File: src/rtl/rtc_pkg.sv
// Shared definitions for the RTC parallel-bus sequencer: FSM states, RTC register map,
// command-register codes and default bus timing.
package rtc_pkg;

  typedef enum logic [3:0] {
    StIdle,
    StASu,
    StAStb,
    StAHold,
    StAGap,
    StDSu,
    StDStb,
    StDHold,
    StDGap,
    StFin
  } rtc_state_e;

  // RTC register file addresses
  localparam logic [7:0] RegSeconds = 8'h00;
  localparam logic [7:0] RegMinutes = 8'h01;
  localparam logic [7:0] RegHours   = 8'h02;
  localparam logic [7:0] RegDay     = 8'h03;
  localparam logic [7:0] RegDate    = 8'h04;
  localparam logic [7:0] RegMonth   = 8'h05;
  localparam logic [7:0] RegYears   = 8'h06;
  localparam logic [7:0] RegTimer   = 8'h07;
  localparam logic [7:0] RegStatus0 = 8'h08;
  localparam logic [7:0] RegStatus1 = 8'h09;
  localparam logic [7:0] RegStatus2 = 8'h0A;

  // Command-register codes written by the prefix access
  localparam logic [7:0] CmdClkXfer = 8'hF0;
  localparam logic [7:0] CmdTmrXfer = 8'hF1;
  localparam logic [7:0] CmdAuxXfer = 8'hF2;

  localparam int unsigned TSuDef    = 2;
  localparam int unsigned TPulseDef = 4;
  localparam int unsigned THoldDef  = 2;
  localparam int unsigned TGapDef   = 4;

  function automatic int unsigned max_u(input int unsigned a, input int unsigned b);
    return (a > b) ? a : b;
  endfunction

endpackage

File: src/rtl/rtc_phase_timer.sv
// Loadable down-counter that times each bus phase; tc_o flags the last cycle of a phase.
module rtc_phase_timer #(
  parameter int unsigned Width = 2
) (
  input  logic             clk_i,
  input  logic             rst_i,
  input  logic             load_i,
  input  logic [Width-1:0] load_val_i,
  output logic             tc_o
);

  logic [Width-1:0] cnt_d, cnt_q;

  always_comb begin
    cnt_d = cnt_q;
    if (load_i) begin
      cnt_d = load_val_i;
    end else if (cnt_q != '0) begin
      cnt_d = cnt_q - Width'(1);
    end
  end

  always_ff @(posedge clk_i or posedge rst_i) begin
    if (rst_i) begin
      cnt_q <= '0;
    end else begin
      cnt_q <= cnt_d;
    end
  end

  assign tc_o = (cnt_q == '0);

endmodule

File: src/rtl/rtc_bus_seq.sv
// Burst sequencer for the RTC multiplexed address/data bus: optional command-register
// prefix write, then len register accesses with programmable phase timing.
module rtc_bus_seq
  import rtc_pkg::*;
#(
  parameter int unsigned       DATA_W   = 8,
  parameter int unsigned       MAX_LEN  = 16,
  parameter int unsigned       T_SU     = TSuDef,
  parameter int unsigned       T_PULSE  = TPulseDef,
  parameter int unsigned       T_HOLD   = THoldDef,
  parameter int unsigned       T_GAP    = TGapDef,
  parameter logic [DATA_W-1:0] CMD_ADDR = DATA_W'(CmdClkXfer)
) (
  input  logic                         clk,
  input  logic                         reset,
  input  logic                         cmd_valid,
  output logic                         cmd_ready,
  input  logic                         cmd_write,
  input  logic                         cmd_prefix,
  input  logic [DATA_W-1:0]            cmd_pdata,
  input  logic [DATA_W-1:0]            cmd_addr,
  input  logic [$clog2(MAX_LEN+1)-1:0] cmd_len,
  output logic [$clog2(MAX_LEN)-1:0]   wr_idx,
  input  logic [DATA_W-1:0]            wr_data,
  output logic                         rd_valid,
  output logic [$clog2(MAX_LEN)-1:0]   rd_idx,
  output logic [DATA_W-1:0]            rd_data,
  output logic                         done,
  output logic                         a_d,
  output logic                         cs,
  output logic                         rd,
  output logic                         wr,
  output logic [DATA_W-1:0]            ad_out,
  output logic                         ad_oe,
  input  logic [DATA_W-1:0]            ad_in
);

  localparam int unsigned LenW = $clog2(MAX_LEN + 1);
  localparam int unsigned IdxW = $clog2(MAX_LEN);
  localparam int unsigned TMax = max_u(max_u(T_SU, T_PULSE), max_u(T_HOLD, T_GAP));
  localparam int unsigned TmrW = (TMax > 1) ? $clog2(TMax) : 1;

  rtc_state_e state_d, state_q;

  logic              write_d, write_q;
  logic              pfx_d, pfx_q;
  logic [DATA_W-1:0] pdata_d, pdata_q;
  logic [DATA_W-1:0] addr_d, addr_q;
  logic [LenW-1:0]   rem_d, rem_q;
  logic [IdxW-1:0]   idx_d, idx_q;
  logic [DATA_W-1:0] ad_out_d, ad_out_q;
  logic              rd_valid_d, rd_valid_q;
  logic [IdxW-1:0]   rd_idx_d, rd_idx_q;
  logic [DATA_W-1:0] rd_data_d, rd_data_q;

  logic            tmr_load, tmr_tc;
  logic [TmrW-1:0] tmr_val;
  logic            acc_wr, last_acc, accept;
  logic [LenW-1:0] len_clamped;

  assign accept      = (state_q == StIdle) && cmd_valid;
  assign acc_wr      = pfx_q | write_q;
  assign len_clamped = (cmd_len > LenW'(MAX_LEN)) ? LenW'(MAX_LEN) : cmd_len;
  // rem_q counts burst accesses still owed, including the one in flight
  assign last_acc    = pfx_q ? (rem_q == '0) : (rem_q == LenW'(1));

  rtc_phase_timer #(
    .Width (TmrW)
  ) u_timer (
    .clk_i      (clk),
    .rst_i      (reset),
    .load_i     (tmr_load),
    .load_val_i (tmr_val),
    .tc_o       (tmr_tc)
  );

  always_ff @(posedge clk or posedge reset) begin
    if (reset) begin
      state_q <= StIdle;
    end else begin
      state_q <= state_d;
    end
  end

  always_comb begin
    state_d = state_q;
    unique case (state_q)
      StIdle:  if (cmd_valid) state_d = (cmd_prefix || cmd_len != '0) ? StASu : StFin;
      StASu:   if (tmr_tc) state_d = StAStb;
      StAStb:  if (tmr_tc) state_d = StAHold;
      StAHold: if (tmr_tc) state_d = StAGap;
      StAGap:  if (tmr_tc) state_d = StDSu;
      StDSu:   if (tmr_tc) state_d = StDStb;
      StDStb:  if (tmr_tc) state_d = StDHold;
      StDHold: if (tmr_tc) state_d = StDGap;
      StDGap:  if (tmr_tc) state_d = last_acc ? StFin : StASu;
      StFin:   state_d = StIdle;
      default: state_d = StIdle;
    endcase
  end

  // Every state change enters a fresh phase, so the timer reloads on any transition
  always_comb begin
    tmr_load = (state_d != state_q);
    tmr_val  = '0;
    unique case (state_d)
      StASu, StDSu:     tmr_val = TmrW'(T_SU - 1);
      StAStb, StDStb:   tmr_val = TmrW'(T_PULSE - 1);
      StAHold, StDHold: tmr_val = TmrW'(T_HOLD - 1);
      StAGap, StDGap:   tmr_val = TmrW'(T_GAP - 1);
      default:          tmr_val = '0;
    endcase
  end

  always_comb begin
    cs    = 1'b1;
    rd    = 1'b1;
    wr    = 1'b1;
    a_d   = 1'b1;
    ad_oe = 1'b0;
    unique case (state_q)
      StASu, StAHold: begin
        cs    = 1'b0;
        a_d   = 1'b0;
        ad_oe = 1'b1;
      end
      StAStb: begin
        cs    = 1'b0;
        a_d   = 1'b0;
        ad_oe = 1'b1;
        wr    = 1'b0;
      end
      StAGap: a_d = 1'b0;
      StDSu, StDHold: begin
        cs    = 1'b0;
        ad_oe = acc_wr;
      end
      StDStb: begin
        cs    = 1'b0;
        ad_oe = acc_wr;
        wr    = ~acc_wr;
        rd    = acc_wr;
      end
      default: ;
    endcase
  end

  assign cmd_ready = (state_q == StIdle);
  assign done      = (state_q == StFin);
  assign ad_out    = ad_out_q;
  assign wr_idx    = idx_q;
  assign rd_valid  = rd_valid_q;
  assign rd_idx    = rd_idx_q;
  assign rd_data   = rd_data_q;

  always_comb begin
    write_d    = write_q;
    pfx_d      = pfx_q;
    pdata_d    = pdata_q;
    addr_d     = addr_q;
    rem_d      = rem_q;
    idx_d      = idx_q;
    ad_out_d   = ad_out_q;
    rd_valid_d = 1'b0;
    rd_idx_d   = rd_idx_q;
    rd_data_d  = rd_data_q;

    if (accept) begin
      write_d = cmd_write;
      pfx_d   = cmd_prefix;
      pdata_d = cmd_pdata;
      addr_d  = cmd_addr;
      rem_d   = len_clamped;
      idx_d   = '0;
    end

    if (state_q == StDGap && tmr_tc) begin
      if (pfx_q) begin
        pfx_d = 1'b0;
      end else begin
        rem_d = rem_q - LenW'(1);
        if (!last_acc) idx_d = idx_q + IdxW'(1);
      end
    end

    if (state_d == StASu && state_q != StASu) begin
      ad_out_d = pfx_d ? CMD_ADDR : addr_d + DATA_W'(idx_d);
    end

    // Read accesses keep the address on ad_out; the bus is released via ad_oe
    if (state_d == StDSu && state_q == StAGap && acc_wr) begin
      ad_out_d = pfx_q ? pdata_q : wr_data;
    end

    if (state_q == StDStb && tmr_tc && !acc_wr) begin
      rd_valid_d = 1'b1;
      rd_idx_d   = idx_q;
      rd_data_d  = ad_in;
    end
  end

  always_ff @(posedge clk or posedge reset) begin
    if (reset) begin
      write_q    <= 1'b0;
      pfx_q      <= 1'b0;
      pdata_q    <= '0;
      addr_q     <= '0;
      rem_q      <= '0;
      idx_q      <= '0;
      ad_out_q   <= '0;
      rd_valid_q <= 1'b0;
      rd_idx_q   <= '0;
      rd_data_q  <= '0;
    end else begin
      write_q    <= write_d;
      pfx_q      <= pfx_d;
      pdata_q    <= pdata_d;
      addr_q     <= addr_d;
      rem_q      <= rem_d;
      idx_q      <= idx_d;
      ad_out_q   <= ad_out_d;
      rd_valid_q <= rd_valid_d;
      rd_idx_q   <= rd_idx_d;
      rd_data_q  <= rd_data_d;
    end
  end

endmodule

File: config.mk
export PLATFORM = sky130hd
export DESIGN_NAME = rtc_bus_seq
export DESIGN_NICKNAME = d
export VERILOG_FILES = /design/src/rtl/rtc_pkg.sv /design/src/rtl/rtc_phase_timer.sv /design/src/rtl/rtc_bus_seq.sv
export SDC_FILE = /design/constraint.sdc
export NUM_CORES = 1
export LEC_CHECK = 0
export ABC_AREA = 1
export CORE_MARGIN = 3
export CORE_UTILIZATION = 25
export CTS_CLUSTER_DIAMETER = 120
export DETAILED_ROUTE_END_ITERATION = 10
export GPL_ROUTABILITY_DRIVEN = 0
export MAX_ROUTING_LAYER = met4
export PLACE_DENSITY = 0.53
export SYNTH_ARGS = -nofsm -noshare
export SYNTH_HDL_FRONTEND = slang
export SYNTH_SLANG_ARGS = --single-unit
export TNS_END_PERCENT = 5
File: constraint.sdc
create_clock -name clk -period 6.81 [get_ports clk]
set_input_delay 1.362 -clock clk [delete_from_list [all_inputs] [get_ports clk]]
set_output_delay 1.362 -clock clk [all_outputs]
set_load 0.005 [all_outputs]
==> flow_metrics.env <==
export IMPL_clk_latency_ns=0.29
export IMPL_dp_hpwl_um=6190
export IMPL_drt_total_wl_um=8160
export IMPL_n_antenna_cell=0
export IMPL_max_slew_worst_pin_slew_ns=0.819
export IMPL_synth_main_ff_cell="dfrtp_1"
export IMPL_drive_gt1_frac=0.0728
export IMPL_finalCritPeriodShare=0.595
export IMPL_antenna_found_initial=0
export IMPL_crit_path_start_kind="input port"
export IMPL_async_flop_share=1.00
export IMPL_drv_cap=0
export IMPL_worstSetupEndpointType="register"
export IMPL_num_rows=40
export IMPL_synth_cells=410
export IMPL_synth_seq_cells=54
export IMPL_fmax_ghz=0.247
export IMPL_seq_area_frac_synth=0.432
export IMPL_grt_max_degree=55
export IMPL_nFillCells=1324
export IMPL_period_needed_ns=4.05
export IMPL_synthesis_area_um2=3130
export IMPL_cts_sinks=54
export IMPL_leakage_nw=1.99
export IMPL_reg2reg_setup_slack_ns=3.51
export IMPL_slowest_delay_ns=0.60
export IMPL_post_cts_setup_buffer_count=0
export IMPL_portBuffers=73
export IMPL_drv_slew=0
export IMPL_die_width_um=118
export IMPL_final_seq_area_um2=1350
export IMPL_coreArea_um2=12100
export IMPL_synthesis_nets=462
export IMPL_hp_start="rd_data[0]$_DFFE_PP0P_"
export IMPL_cpMaxStageDelayCell="clkdlybuf4s50_1"
export IMPL_min_to="rd_data[0]$_DFFE_PP0P_"
export IMPL_max_vdd_ir_drop_mv=0.135
export IMPL_routed_via_count=2770
export IMPL_grt_pass1_wl_um=13800
export IMPL_crit_buf_inv=3
export IMPL_grt_overflow_total=0
export IMPL_post_cts_resized=0
export IMPL_post_drt_via_cell_ratio=4.27
export IMPL_synth_top_area_share=0.432
export IMPL_yosys_top_cells_count="nand2_1 (153), dfrtp_1 (54), inv_1 (45)"
export IMPL_area_growth_pct=33.2
export IMPL_clk_path_buf_depth=2
export IMPL_root_buffer="clkbuf_16"
export IMPL_grt_pass1_vias=2805
export IMPL_wl_per_cell_um=12.6
export IMPL_grt_setup_unrepaired="no"
export IMPL_ioPinCount=74
export IMPL_hold_buffers=0
export IMPL_start_util=0.258
export IMPL_reg2reg_from="state_q[3]$_DFF_PP0_"
export IMPL_track_usage=0.123
export IMPL_crit_chain="clkdlybuf4s50_1 -> nand3_4 -> inv_4 -> nand2_1 -> nand2_1 -> ha_1 -> inv_1 -> fa_1 -> o21ai_0 -> or2_2 -> nand4_1 -> nand3_1 -> nand2_1"
export IMPL_synth_top_cells_by_area="dfrtp_1 (43%), nand2_1 (18%), inv_1 (5.4%)"
export IMPL_relSlewSlack=0.452
export IMPL_avgSynthCellArea_um2=7.63
export IMPL_cts_tree="done"
export IMPL_r2r_cells=13
export IMPL_yosysMostFrequentCell="nand2_1"
export IMPL_crit_family="buffers and inverters"
export IMPL_yosys_warnings=0
export IMPL_synth_top_area_cell="dfrtp_1"
export IMPL_first_pass_iters=4
export IMPL_ant_nets=0
export IMPL_critPathMaxFanout=28
export IMPL_worstSetupPathType="input port to register"
export IMPL_die_area_um2=13900
export IMPL_remaining_drc_errors=0
export IMPL_dr_first_iter_drc_count=100
export IMPL_finClkSkew_ns=0.00577
export IMPL_clk_pin_slew_worst_paths_ns=0.07
export IMPL_synth_edff_count=0
export IMPL_hold_violations=0
export IMPL_cts_inserted_buffers=5
export IMPL_tns_ns=0
export IMPL_multi_input_area_um2=1520
export IMPL_hp_class="register to register"
export IMPL_die_h_um=118
export IMPL_worstHoldPathCells=2
export IMPL_cellPowerDensity_nw_per_um2=434
export IMPL_outcome="complete, no violations"
export IMPL_cp_common_cell="nand2_1"
export IMPL_fin_nets=532
export IMPL_cp_data_required_time_ns=7.00
export IMPL_synth_cell_types=34
export IMPL_cp_arrival_ns=4.24
export IMPL_setup_violations=0
export IMPL_htreeDepth=2
export IMPL_reg2reg_to="ad_out[4]$_DFFE_PP0P_"
export IMPL_finalPower_mw=1.81
-- worst max path at each step --
stage          depth (start not counted)       from                     to
2_1_floorplan                         13  cmd_valid  ad_out[4]$_DFFE_PP0P_
4_1_cts                               13  cmd_valid  ad_out[4]$_DFFE_PP0P_
3_3_place_gp                          13  cmd_valid  ad_out[4]$_DFFE_PP0P_
3_5_place_dp                          13  cmd_valid  ad_out[4]$_DFFE_PP0P_
6_report                              13  cmd_valid  ad_out[4]$_DFFE_PP0P_
5_1_grt                               13  cmd_valid  ad_out[4]$_DFFE_PP0P_
-- area by class of cell --
class                           instances  area share
Clock inverter                          1     0.00210
Inverter                               49      0.0447
Tap cell                              168      0.0504
Sequential cell                        54       0.324
Multi-Input combinational cell        296       0.365
Timing Repair Buffer                   74       0.177
Clock buffer                            7      0.0366
-- cells by family (layout without fill, tap and decap cells) --
logic type                 count (synthesis)  in the layout  synth area share
buffers and inverters                     60            131            0.0824
AOI/OAI and AO/OA                         37             37            0.0716
DFF                                       54             54             0.432
adders and majority gates                 10             10            0.0424
and+or+nand+nor                          240            240             0.347
xor gates and xnor gates                   9              9            0.0252
-- cell usage in the layout (no fill, tap or decap), types with 4 or more instances in the layout --
cell | synthesis | routed
a21oi_1 | 5 | 5
clkbuf_16 | 0 | 5
clkdlybuf4s50_1 | 0 | 73
dfrtp_1 | 54 | 54
ha_1 | 9 | 9
inv_1 | 45 | 44
inv_2 | 3 | 4
nand2_1 | 153 | 153
nand2_2 | 4 | 4
nand3_1 | 29 | 29
nand4_1 | 12 | 12
nor2_1 | 27 | 27
o21ai_0 | 18 | 18
xnor2_1 | 5 | 5
xor2_1 | 4 | 4
-- stage by stage --
stage | util | area, um^2 | hold WS, ns | std cells | setup WS (ns)
floorplan | - | 3130 | 0.441 | 410 | 3.34
global placement | 0.331 | 4010 | 0.457 | 641 | 2.54
detailed placement | 0.331 | 4010 | 0.464 | 641 | 2.42
CTS | 0.344 | 4170 | 0.482 | 649 | 2.72
global route | 0.344 | 4170 | 0.498 | 649 | 2.47
finish | 0.344 | 4170 | 0.476 | 649 | 2.76
-- worst reg2reg max path, cell delays in order, from the launching register on --
cell and delay, ns:
dfrtp_1 0.45, nor2_2 0.41, nand3_4 0.38, inv_4 0.33
nand2_1 0.10, nand2_1 0.09, ha_1 0.16, inv_1 0.05
fa_1 0.39, o21ai_0 0.39, or2_2 0.19, nand4_1 0.09
nand3_1 0.11, nand2_1 0.05
-- layer usage --
layer	vias up	share of wire	global-route usage
met5	-	0	-
li1	1441	-	-
met3	6	0.033	0.0245
met4	0	0.0055	0.0242
met1	1261	0.48	0.158
met2	62	0.48	0.202
-- flip-flops by register name (all words and copies together), names as in the netlist --
register	flops
pdata_q	8
wr_idx	4
rd_valid	1
state_q	4
rd_data	8
pfx_q	1
addr_q	8
rem_q	5
u_timer.cnt_q	2
ad_out	8
write_q	1
rd_idx	4
-- report_power, final --
part           switching [mW]  leakage [nW]  total, mW  internal (mW)
registers               0.112         0.658      0.573          0.461
logic                   0.537          1.25      0.957          0.420
clock network           0.120        0.0801      0.277          0.157
total                   0.768          1.99       1.81           1.04
Power figures use the tool's default switching activity.
